[src/rtl/systolic_feeder.sv]
// systolic_feeder: latches two NxN signed 8-bit matrices on a start handshake
// and streams them as skewed diagonal wavefronts into the west (A rows) and
// north (B columns) edges of an NxN systolic array, with an advance strobe
// and a one-cycle done pulse once every PE holds its final dot product.
module systolic_feeder #(
  parameter int N = 4
) (
  input  logic                            i_clk,
  input  logic                            i_arst,
  input  logic                            i_start,
  input  logic signed [N-1:0][N-1:0][7:0] i_a,
  input  logic signed [N-1:0][N-1:0][7:0] i_b,
  output logic                            o_ready,
  output logic                            o_doProcess,
  output logic signed [N-1:0][7:0]        o_row,
  output logic signed [N-1:0][7:0]        o_col,
  output logic                            o_busy,
  output logic                            o_done
);

  localparam int TW = $clog2(3*N-1);
  localparam logic [TW-1:0] T_LAST = TW'(3*N-3);

  typedef enum logic [1:0] {IDLE, FEED, DONE} state_e;

  state_e                   state_q, state_d;
  logic [TW-1:0]            t_q, t_d, wave_t;
  logic [N-1:0][N-1:0][7:0] a_q, a_d, b_q, b_d, a_src, b_src;
  logic [N-1:0][7:0]        row_q, row_d, col_q, col_d, row_w, col_w;
  logic                     dp_q, dp_d;

  // Wavefront for the cycle about to be presented. On the accepting edge the
  // matrices are not latched yet, so the live inputs are used with t = 0.
  always_comb begin
    a_src  = (state_q == IDLE) ? i_a : a_q;
    b_src  = (state_q == IDLE) ? i_b : b_q;
    wave_t = (state_q == IDLE) ? '0 : t_q + 1'b1;
    row_w  = '0;
    col_w  = '0;
    for (int unsigned i = 0; i < N; i++) begin
      for (int unsigned k = 0; k < N; k++) begin
        if (32'(wave_t) == i + k) begin
          row_w[i] = a_src[i][k];
          col_w[i] = b_src[k][i];
        end
      end
    end
  end

  // Next-state and registered-output update logic.
  always_comb begin
    state_d = state_q;
    t_d     = t_q;
    a_d     = a_q;
    b_d     = b_q;
    row_d   = row_q;
    col_d   = col_q;
    dp_d    = dp_q;
    unique case (state_q)
      IDLE: begin
        if (i_start) begin
          state_d = FEED;
          t_d     = '0;
          a_d     = i_a;
          b_d     = i_b;
          row_d   = row_w;
          col_d   = col_w;
          dp_d    = 1'b1;
        end
      end
      FEED: begin
        if (t_q == T_LAST) begin
          state_d = DONE;
          t_d     = '0;
          row_d   = '0;
          col_d   = '0;
          dp_d    = 1'b0;
        end else begin
          t_d   = t_q + 1'b1;
          row_d = row_w;
          col_d = col_w;
        end
      end
      DONE: state_d = IDLE;
      default: begin
        state_d = IDLE;
        t_d     = '0;
        row_d   = '0;
        col_d   = '0;
        dp_d    = 1'b0;
      end
    endcase
  end

  // State, counter, latched matrices and output registers.
  always_ff @(posedge i_clk or negedge i_arst) begin
    if (!i_arst) begin
      state_q <= IDLE;
      t_q     <= '0;
      a_q     <= '0;
      b_q     <= '0;
      row_q   <= '0;
      col_q   <= '0;
      dp_q    <= 1'b0;
    end else begin
      state_q <= state_d;
      t_q     <= t_d;
      a_q     <= a_d;
      b_q     <= b_d;
      row_q   <= row_d;
      col_q   <= col_d;
      dp_q    <= dp_d;
    end
  end

  // Status outputs decoded from the current state.
  always_comb begin
    o_ready     = (state_q == IDLE);
    o_busy      = (state_q == FEED);
    o_done      = (state_q == DONE);
    o_doProcess = dp_q;
    o_row       = row_q;
    o_col       = col_q;
  end

endmodule

[config.mk]
export PLATFORM = sky130hd
export DESIGN_NAME = systolic_feeder
export DESIGN_NICKNAME = d
export VERILOG_FILES = /design/src/rtl/systolic_feeder.sv
export SDC_FILE = /design/constraint.sdc
export NUM_CORES = 1
export LEC_CHECK = 0
export BUFFER_PORTS_ARGS = -buffer_cell sky130_fd_sc_hd__buf_2
export CELL_PAD_IN_SITES_DETAIL_PLACEMENT = 0
export CELL_PAD_IN_SITES_GLOBAL_PLACEMENT = 1
export CORE_MARGIN = 3
export CORE_UTILIZATION = 49
export CTS_CLUSTER_SIZE = 12
export DETAILED_ROUTE_END_ITERATION = 10
export PLACE_DENSITY = 0.94
export SYNTH_ARGS = -nofsm -noshare
export SYNTH_HDL_FRONTEND = slang
export SYNTH_SLANG_ARGS = --single-unit
[constraint.sdc]
create_clock -name i_clk -period 5.07 [get_ports i_clk]
set_input_delay 0.7605 -clock i_clk [delete_from_list [all_inputs] [get_ports i_clk]]
set_output_delay 0.7605 -clock i_clk [all_outputs]
set_load 0.01 [all_outputs]
After elaboration in Yosys (flattened, before gate mapping)
Index checks and enable logic that the tools add are counted.
{"block": "classes", "n_addsub": 1, "n_eq_ne": 11, "mux": 50, "n_bitwise": 1, "n_reduce_logical": 6}
{"cell": "128-bit two-way mux", "count": 2}
{"cell": "8-bit two-way mux", "count": 32}
{"cell": "32-bit one-hot mux with 3 select lines", "count": 2}
{"cell": "32-bit two-way mux", "count": 4}
{"cell": "4-bit by 3-bit == test with 1-bit output, second input constant", "count": 3}
{"cell": "4-bit two-way mux", "count": 3}
{"cell": "4-bit one-hot mux with 3 select lines", "count": 1}
{"cell": "4-bit by 2-bit == test with 1-bit output, second input constant", "count": 2}
{"cell": "2-bit AND reduction", "count": 3}
{"cell": "4-bit by 1-bit adder with 4-bit output, second input constant", "count": 1}
{"cell": "4-bit by 1-bit == test with 1-bit output, second input constant", "count": 1}
{"cell": "4-bit == test, second input constant", "count": 1}
{"cell": "4-bit zero test", "count": 1}
{"cell": "2-bit two-way mux", "count": 2}
{"cell": "2-bit one-hot mux with 2 select lines", "count": 1}
{"cell": "1-bit one-hot mux with 3 select lines", "count": 1}
{"cell": "3-bit AND reduction", "count": 1}
{"cell": "2-bit by 1-bit == test with 1-bit output, second input constant", "count": 1}
{"cell": "2-bit == test, second input constant", "count": 1}
{"cell": "2-bit zero test", "count": 1}
{"cell": "1-bit two-way mux", "count": 2}
{"cell": "2-bit by 1-bit inequality test with 1-bit output, second input constant", "count": 1}
{"cell": "2-bit inequality test, second input constant", "count": 1}
{"cell": "1-bit inverter", "count": 1}
{"block": "word_totals", "register_bits": 327, "input_bits": 259, "output_inout_bits": 68, "elab_cells": 112}

Longest topological paths before layout
{"block": "logic_depth", "depth_word": 9, "ltp_mapped": 10, "depth_no_buf": 6}

Worst setup path before layout
Ideal clock, no wire load.
{"block": "synth_timing", "path_type": "register -> register", "from": "register t_q[1]", "to": "register col_q, in the netlist o_col[12]", "t_arrival_ps": 2034, "required_ps": 4944, "setup_slack_ps": 2910, "stages_incl_launch_ff": 11, "path_buffers": 4, "synth_period_minus_slack_ps": 2160, "cell_sequence": "dfrtp_1 -> buf_2 -> inv_1 -> ha_1 -> clkbuf_1 -> o211a_1 -> and2_1 -> buf_2 -> o21a_4 -> buf_6 -> a221o_1"}
{"block": "synth_between", "elab_chain_cells": 9}
{"element": "start, declared", "line_no": "27", "text": "logic [TW-1:0] t_q, t_d, wave_t;"}
{"element": "start signal, assigned", "line_no": "107", "text": "t_q <= t_d;"}
{"element": "4-bit by 1-bit adder with 4-bit output", "line_no": "37", "text": "wave_t = (state_q == IDLE) ? '0 : t_q + 1'b1;"}
{"element": "4-bit two-way mux", "line_no": "37"}
{"element": "4-bit by 1-bit == test with 1-bit output", "line_no": "42", "text": "if (32'(wave_t) == i + k) begin"}
{"element": "8-bit two-way mux (4 in series)", "line_no": "42"}
{"element": "32-bit two-way mux (on tied branches)", "line_no": "72, 61"}
{"element": "32-bit one-hot mux with 3 select lines (*)", "line_no": "59", "text": "unique case (state_q)"}
{"element": "end signal, assigned", "line_no": "111", "text": "col_q <= col_d;"}
{"element": "end, declared", "line_no": "29", "text": "logic [N-1:0][7:0] row_q, row_d, col_q, col_d, row_w, col_w;"}
Mark *: on every way between the ends. The rest lies on a longest branch, timed or not. The select of a mux whose other input is x is not followed.
A chain may end at the register's enable or synchronous reset.

Worst setup path in the final report
{"block": "layout_timing", "from": "register t_q[0]", "to": "register col_q, in the netlist o_col[11]"}
The elaborated chain is that of the path after synthesis.

==> impl_metrics.yaml <==
clocking:
  insertion_delay_ps: 510
  clockRootBuffer: "clkbuf_16"
  holdBufCountCts: 0
  clk_pin_slew_worst_paths_ps: 60
  cts_sinks: 327
  htreeDepth: 2
  cts_setup_buffers: 0
  cts_tree: "yes"
  cts_resized: 0
  cts_made_buffers: 37
  clock_path_buffers: 3
routing:
  drc: 0
  vias: 11070
  routed_wl_mm: 42.56
  vias_per_cell: 5.721
  ant_nets: 0
  drt_first_pass_iters: 5
  detail_route.wl_per_cell_um: 22.00
  drt_first_iter_violations: 738
flow_run:
  cap_violations: 0
synth:
  ys_ff_latch: 327
  synth_area_leaders: "dfrtp_1 (50%), mux2_4 (21%), buf_12 (2.7%)"
  synth.distinct_cells: 64
  synth_ff_type: "dfrtp_1"
  synth_edf_count: 0
  syn_inst: 1182
  avgSynthCellArea_um2: 13.71
  ys.warnings.count: 0
  yosysTopAreaCell: "dfrtp_1"
  netlist_area_mm2: 0.01621
  async_flop_share: 1.000
  seq_area_frac_synth: 0.5048
  synth_top_area_share: 0.5048
  syn-num-nets: 1443
floorplan:
  initial_utilization: 0.5059
  die-area_mm2: 0.03530
  die_x_um: 187.9
  ioPinCount: 327
  die_h_um: 187.9
  rows: 65
  core_area_mm2: 0.03204
worst_setup_path:
  critPathKind: "reg -> reg"
  arrival_ps: 3640
  cp_data_required_time_ps: 5510
  end_kind: "flip-flop"
  cp_max_fo: 52
  startpoint_type: "flip-flop"
  worst_r2r_endpoint: "o_col[11]"
  slowest_stage: "and2_1"
  max_stage_delay_ps: 720
  r2r_slack_ps: 1870
  crit_chain: "buf_4 > o211a_1 > and2_1 > o21a_4 > a221o_1"
  timing.rr.start: "t_q[0]"
  reg2regPathDepth: 5
final_layout:
  final_cell_mix: "dfrtp_1 (326), buf_2 (325), mux2_4 (230), nand2_1 (70), clkbuf_16 (39)"
  finalNetCount: 1733
  nFillCells: 2575
  fin_cells: 1935
  layout-drive-gt1-share: 0.4448
  syn_to_final_growth_pct: 17.11
  layout_commonest_cell: "dfrtp_1"
  finish.instance_area_mm2: 0.01898
pwr:
  p_sw_frac: 0.3551
  finalPower_uw: 13370
  clkPwrFrac: 0.192
  internal_power_uw: 8623
  power.leakage_uw: 0.008887
  combPwrFrac: 0.453
  power_density_mw_per_mm2: 704.4
  seqPwrFrac: 0.355
  p_sw_uw: 4747
  peakVddDrop_mv: 0.4333
timing:
  whs_ps: 342.5
  setup_viol: 0
  period_needed_ps: 3201
  slew_headroom: 0.2967
  hold_viol_final: 0
  fin_crit_sh: 0.6314
  tightest_slew_ps: 1050
  finalClockSkew_ps: 14.75
  clock.fmax_mhz: 312.4
  rsz0062_at_grt: "no"
  drv_slew: 0
  tns_ps: 0
global_route:
  overflow: 0
  grt_pass1_wl_mm: 66.70
  grt_pass1_vias: 11740
  grt_max_degree: 127
  antenna_found_initial: 8
  track_usage: 0.2348
worst_hold_path:
  hp-class: "in -> async"
place:
  post-dp-hpwl_mm: 29.17
  port-buffer-count: 326
  dp.cells: 1868
  dpl_cell_area_mm2: 0.01781
  place.gp.congestion: 0.8601
outcome:
  status: "completed"
==> metrics by stage <==
stage	util	setup slack [ps]
after global placement	0.5559	1974
after CTS	0.5920	1906
after global routing	0.5922	1733
final	0.5924	1869
after floorplan	-	2910
after detailed placement	0.5559	1915
==> Yosys cell counts (18+ instances only) <==
master and instances:
buf_12 22, o21ai_0 26, nor2b_1 36, mux2_4 230, dfrtp_1 327, inv_1 18
nand2b_1 35, a21oi_1 32, o22ai_1 32, nand2_1 70, buf_2 29, clkbuf_1 34
a22oi_1 32
==> flip-flops by register name, indices dropped and copies added (netlist names) <==
register	flops
a_q	128
b_q	128
o_col	32
o_doProcess	1
o_row	32
state_q	2
t_q	4
==> how the worst max path moves through the flow <==
| stage | start | to | slack, ps |
|---|---|---|---|
| after global routing | t_q[0] | o_col[11] | 1730 |
| after global placement | t_q[0] | o_row[14] | 1970 |
| after floorplan | t_q[1] | o_col[12] | 2910 |
| after detailed placement | t_q[0] | o_col[13] | 1910 |
| final | t_q[0] | o_col[11] | 1870 |
| after CTS | t_q[0] | o_row[9] | 1910 |
==> layer usage <==
layer / up-vias / global-route usage / part of all wire
li1: 4973 / - / -
met4: 8 / 0.08167 / 0.033
met1: 5576 / 0.3040 / 0.41
met5: - / 0 / 0.0014
met3: 86 / 0.05403 / 0.072
met2: 428 / 0.3898 / 0.49
==> layout make-up <==
type,count,area (µm²),area share
clock inverters,10,81.33,0.004284
diodes,5,12.51,0.0006592
multi-input cells,735,7103,0.3742
inverters,20,77.57,0.004087
flip-flops and latches,327,8184,0.4312
well taps,435,544.3,0.02867
repair buffers,351,1904,0.1003
clock buffers,52,1075,0.05662
==> critical path: cells and delay by family, from the launching register on <==
family / cells / cell delay (ps)
compound gates: 3 / 1230
buf+inv: 1 / 660
flops: 1 / 480
simple gates: 1 / 720
==> power groups by stage <==
stage | Combinational [µW] | Sequential (µW) | Clock, µW
5_1_grt | 6500 | 4890 | 2730
2_1_floorplan | 4920 | 4490 | 0
4_1_cts | 6070 | 4740 | 2610
3_5_place_dp | 6040 | 4740 | 0
3_3_place_gp | 5840 | 4700 | 0
6_report | 6050 | 4740 | 2570
==> logic make-up (layout without fill, tap and decap cells) <==
kind of cell,count (synthesis),in the layout,share of synthesized area
flops,327,327,0.5048
compound gates,306,306,0.1474
simple gates,168,168,0.05720
mux,256,256,0.2299
xor+xnor,3,3,0.001621
buf+inv,120,433,0.05758
fa+ha+maj,2,2,0.001544
other cells,0,5,0
No activity file was read; power rests on OpenSTA's default activity.
